==> src/rtl/ma_pipe_adder.sv <==
// ma_pipe_adder: WIDTH-bit adder with the carry chain cut into SEG-bit
// registered segments and a valid/ready stall. MA_PIPE_OVF_EN adds Ovf.
module ma_pipe_adder #(
  parameter int WIDTH = 16,
  parameter int SEG   = 4
) (
  input  logic             clk,
  input  logic             rst_n,
  input  logic             in_valid,
  output logic             in_ready,
  input  logic [WIDTH-1:0] A,
  input  logic [WIDTH-1:0] B,
  input  logic             Cin,
  output logic             out_valid,
  input  logic             out_ready,
  output logic [WIDTH-1:0] S,
  output logic             Cout
`ifdef MA_PIPE_OVF_EN
  ,
  output logic             Ovf
`endif
);
  localparam int STAGES = WIDTH / SEG;
  localparam int L = STAGES - 1;

  logic adv;

  assign adv = !out_valid || out_ready;
  assign in_ready = adv;

  for (genvar k = 0; k < STAGES; k++) begin : g
    localparam int HI = (k + 1) * SEG;

    logic           vi;
    logic           ci;
    logic [SEG-1:0] xa;
    logic [SEG-1:0] xb;
    logic [SEG-1:0] seg;
    logic           co;
    logic [HI-1:0]  ns;
    logic           v;
    logic           c;
    logic [HI-1:0]  s;

    assign {co, seg} = {1'b0, xa} + {1'b0, xb}
                     + {{SEG{1'b0}}, ci};

    if (k == 0) begin : src
      assign vi = in_valid;
      assign ci = Cin;
      assign xa = A[SEG-1:0];
      assign xb = B[SEG-1:0];
      assign ns = seg;
    end else begin : src
      assign vi = g[k-1].v;
      assign ci = g[k-1].c;
      assign xa = g[k-1].up.ua[SEG-1:0];
      assign xb = g[k-1].up.ub[SEG-1:0];
      assign ns = {seg, g[k-1].s};
    end

    always_ff @(posedge clk or negedge rst_n) begin
      if (!rst_n) begin
        v <= 1'b0;
        c <= 1'b0;
        s <= '0;
      end else if (adv) begin
        v <= vi;
        c <= co;
        s <= ns;
      end
    end

    // operand bits not yet summed ride along, shrinking by SEG per stage
    if (k < L) begin : up
      logic [WIDTH-HI-1:0] ua;
      logic [WIDTH-HI-1:0] ub;
      logic [WIDTH-HI-1:0] na;
      logic [WIDTH-HI-1:0] nb;

      if (k == 0) begin : fwd
        assign na = A[WIDTH-1:HI];
        assign nb = B[WIDTH-1:HI];
      end else begin : fwd
        assign na = g[k-1].up.ua[WIDTH-k*SEG-1:SEG];
        assign nb = g[k-1].up.ub[WIDTH-k*SEG-1:SEG];
      end

      always_ff @(posedge clk or negedge rst_n) begin
        if (!rst_n) begin
          ua <= '0;
          ub <= '0;
        end else if (adv) begin
          ua <= na;
          ub <= nb;
        end
      end
    end
  end

  assign out_valid = g[L].v;
  assign S         = g[L].s;
  assign Cout      = g[L].c;

`ifdef MA_PIPE_OVF_EN
  logic ovf_q;
  logic msb_cin;

  // carry into the MSB recovered from the MSB sum bit
  assign msb_cin = g[L].xa[SEG-1] ^ g[L].xb[SEG-1]
                 ^ g[L].seg[SEG-1];

  always_ff @(posedge clk or negedge rst_n) begin
    if (!rst_n) begin
      ovf_q <= 1'b0;
    end else if (adv) begin
      ovf_q <= msb_cin ^ g[L].co;
    end
  end

  assign Ovf = ovf_q;
`endif

endmodule

==> config.mk <==
export PLATFORM = sky130hd
export DESIGN_NAME = ma_pipe_adder
export DESIGN_NICKNAME = d
export VERILOG_FILES = /design/src/rtl/ma_pipe_adder.sv
export SDC_FILE = /design/constraint.sdc
export NUM_CORES = 1
export LEC_CHECK = 0
export CELL_PAD_IN_SITES_DETAIL_PLACEMENT = 1
export CELL_PAD_IN_SITES_GLOBAL_PLACEMENT = 1
export CORE_ASPECT_RATIO = 0.6
export CORE_MARGIN = 2
export CORE_UTILIZATION = 45
export DETAILED_ROUTE_END_ITERATION = 8
export PLACE_DENSITY = 0.84
export SLEW_MARGIN = 20
export SYNTH_ARGS = -nofsm -noshare
export SYNTH_HDL_FRONTEND = slang
export SYNTH_SLANG_ARGS = --single-unit
==> constraint.sdc <==
create_clock -name clk -period 3.8 [get_ports clk]
set_input_delay 0.76 -clock clk [delete_from_list [all_inputs] [get_ports clk]]
set_output_delay 0.76 -clock clk [all_outputs]
set_load 0.05 [all_outputs]
Word-level counts from Yosys, hierarchy flattened:

Index checks and enable logic that the tools add are counted.

* bits in registers: 96
* output and inout bits: 19
* word-level logic and storage cells: 28

* $add $sub $neg: 8
* reductions and logical operators: 2

Operator list (count)
* $add 4x4->5: 4
* $add 5x1->5: 4
* $logic_not 1->1: 1
* $logic_or 1x1->1: 1

Longest topological paths before layout:

* depth in word-level cells: 2
* depth in mapped cells: 7
* mapped depth without buffers: 6

Worst setup path after synthesis:

Ideal clock, no wire load.

* path kind: input to output
* start point: input port out_ready
* end point: output port in_ready
* data arrival time: 1.321 ns
* slack: 1.719 ns
* cell stages on the path: 5
* path through: nor2b_2 > buf_6 > inv_4 > buf_6 > buf_6

* cells in the longest elaborated chain, start to end: 1

Ends and longest elaborated chain
* from (decl): line 15 `input logic out_ready,`
* $logic_or 1x1->1: line 28 `assign adv = !out_valid || out_ready;`
* to (decl): line 10 `output logic in_ready,`

No other way between the ends.

Worst setup path in the final report:

Same ends and word-level chain as after synthesis.

==> summary.md <==
| Metric | Value |
|---|---|
| Max clock buf depth | 2 |
| Clk sinks | 96 |
| Setup Skew | 6.890 ps |
| Share of layout cells above drive strength 1 | 5.611% |
| EDFF count, synth | 0 |
| Slowest cell on the critical path | clkdlybuf4s50_1 |
| Layout fillers | 1059 |
| Pins over their slew limit | 0 |
| Antenna-violating nets left | 0 |
| Crit Path Max Fanout | 21 |
| Area growth from synthesis to layout | 21.07% |
| Post-CTS sizing | 0 |
| Most common cell in the netlist | nand2_1 |
| Startpoint Class | input pin |
| Die W | 128 µm |
| # nets final | 551 |
| # DRC | 0 |
| Area share of fa/ha/maj cells after synthesis | 7.474% |
| Setup violators final | 0 |
| Vias | 2987 |
| Number of max-cap violations | 0 |
| Crit Path Class | in -> out |
| Global-route wire length before repair | 15.26 mm |
| Die H | 78.40 µm |
| Cell Rows | 27 |
| DR pass1 iterations | 4 |
| Syn Inst Count | 444 |
| Routed WL | 8.924 mm |
| Worst-Margin Slew | 907.6 ps |
| Hold_buf cts | 0 |
| DR iter-0 viols | 222 |
| Yosys warnings | 0 |
| Final Critical Period | 2515 ps |
| Sequential share of the synthesized area | 57.87% |
| Initial Util | 45.85% |
| Mux contribution to synthesized area | 0% |
| Most frequent cells after synthesis | 233 x nand2_1, 96 x dfrtp_1, 16 x o21ai_1 |
| Period utilization | 66.20% |
| Worst rel slew slack | 39.49% |
| Num CTS Buffers | 9 |
| Critical Path Max Stage Delay | 500 ps |
| Syn_area_per_cell | 9.350 µm² |
| RePlAce Congestion | 0.7298 |
| Top cell type's share of synthesized area | 57.87% |
| Max rail drop VDD | 0.4941 mV |
| Mapped Nets | 501 |
| Post-route cell area | 0.005026 mm² |
| Gr usage total | 19.64% |
| Hold Vio Cnt, Final | 0 |
| Simple-gate portion of the synthesized area | 23.06% |
| Xor-xnor portion of the synthesized cell area | 0.8439% |
| CTS clk-pin slew, worst paths | 60 ps |
| Fmax | 397.5 MHz |
| Ranking of synthesized cells by area | dfrtp_1 58%, nand2_1 21%, fa_1 3.9% |
| Largest family of logic cells by synthesized area | simple AND/OR/NAND/NOR gates |
| Via/cell ratio | 4.857 |
| Root buf cell | clkbuf_16 |
| RSZ-0062 raised after global routing | false |
| Synthesized area | 0.004151 mm² |
| Port buffer count | 55 |
| #FFs+latches synth | 96 |
| Initial antenna violation count | 0 |
| WP data arrival | 1760 ps |
| CP Capture Type | output pin |
| Worst Hold Class | in -> async |
| Dpl cell area | 0.004726 mm² |
| CTS tree | built |
| HPWL Detailed | 6.125 mm |
| Synth area leader | dfrtp_1 |
| I/O pin count | 56 |
| Worst skew pair latency | 340 ps |
| Leakage | 2.570 nW |
| Setup slack after layout | 1285 ps |
| Die Footprint | 0.01004 mm² |
| Number of antenna diodes | 0 |
| Pre-CTS WS | 1282 ps |
| Total grt overflow | 0 |
| CP Data Required Time | 3040 ps |
| Status | finished clean |
| Setup_tns | 0 ps |
| Largest net degree at the start of global routing | 91 |
| Core ar. | 0.009054 mm² |
| Main synth FF type | dfrtp_1 |
| Vias in the first global route | 3169 |
| Post-synth ARST share | 100.0% |
| Critical Path, Cell by Cell | clkdlybuf4s50_1 -> nor2b_4 -> inv_4 -> buf_4 |
| WL/cell | 14.51 µm |
| H-Tree Depth | 3 |
| Synth unique cells | 24 |
| Compound-Gate Fraction of Synth Area | 5.515% |
| Power per Cell Area | 873.9 mW/mm² |
| Post-CTS setup buffers | 0 |
==> area by class of cell <==
cell class / count / area, µm² / area share [%]
Multi-Input combinational cell: 312 / 1536 / 30.57
Inverter: 15 / 58.81 / 1.170
Timing Repair Buffer: 60 / 583.1 / 11.60
Clock buffer: 13 / 260.3 / 5.178
Sequential cell: 96 / 2402 / 47.80
Clock inverter: 3 / 40.04 / 0.7966
Tap cell: 116 / 145.1 / 2.888
==> state kept, by name, indices dropped and copies added (netlist names) <==
signal     flops
Cout           1
out_valid      1
S             16
g.c            3
g.up.ub       24
g.up.ua       24
g.s           24
g.v            3
==> power breakdown <==
group	switching, mW	internal [mW]
combinational	1.11	0.647
sequential	0.255	1.47
clock	0.370	0.544
==> critical path, delay by kind of cell <==
family | cells | cell delay (ps)
and+or+nand+nor | 1 | 60
buffers and inverters | 3 | 930
==> per-stage QoR <==
| stage | cells | power, mW | hold WS, ps | util (%) |
|---|---|---|---|---|
| 2_1_floorplan | 444 | 2.984 | 430.0 | - |
| 3_3_place_gp | 599 | 3.385 | 441.1 | 52.20 |
| 3_5_place_dp | 599 | 3.512 | 455.4 | 52.20 |
| 4_1_cts | 615 | 4.452 | 350.0 | 55.51 |
| 5_1_grt | 615 | 4.729 | 354.9 | 55.51 |
| 6_report | 615 | 4.392 | 343.7 | 55.51 |
==> path summary, 6_finish.rpt <==
kind                       slack, ps  cells after the start             to  startpoint
min in group clk                 460                      2           S[0]        S[0]
max                             1280                      4       in_ready   out_ready
max reg2reg                     1910                      5           Cout      g[2].c
min reg2reg                      460                      2           S[0]        S[0]
max in group asynchronous       2630                      2      g[2].s[2]       rst_n
min                              340                      1  g[0].up.ub[8]       rst_n
==> logic make-up (layout without fill, tap and decap cells) <==
group | count (synthesis) | in the layout
compound gates | 38 | 38
xor+xnor | 4 | 4
flops | 96 | 96
buf+inv | 36 | 91
simple gates | 250 | 250
fa+ha+maj | 20 | 20
==> layout by cell type, fill, tap and decap left out, types with 3 or more instances in the layout <==
| cell type | instances |
|---|---|
| xor2_1 | 3 |
| a21oi_2 | 5 |
| dfrtp_1 | 96 |
| clkbuf_16 | 9 |
| nor2_1 | 10 |
| ha_1 | 12 |
| nand2_1 | 233 |
| o21ai_0 | 3 |
| a21o_1 | 4 |
| inv_1 | 14 |
| buf_4 | 7 |
| fa_1 | 8 |
| clkdlybuf4s50_1 | 53 |
| o21ai_1 | 16 |
| nor2b_1 | 4 |
| a21oi_1 | 6 |
==> layer usage <==
| metal | vias to the layer above | global-route usage (%) | part of all wire, % |
|---|---|---|---|
| met5 | - | 0 | 0 |
| met4 | 0 | 5.275 | 1.3 |
| met3 | 13 | 5.317 | 3.7 |
| met2 | 49 | 32.41 | 47 |
| met1 | 1458 | 25.90 | 48 |
| li1 | 1467 | - | - |
Power figures use the tool's default switching activity.
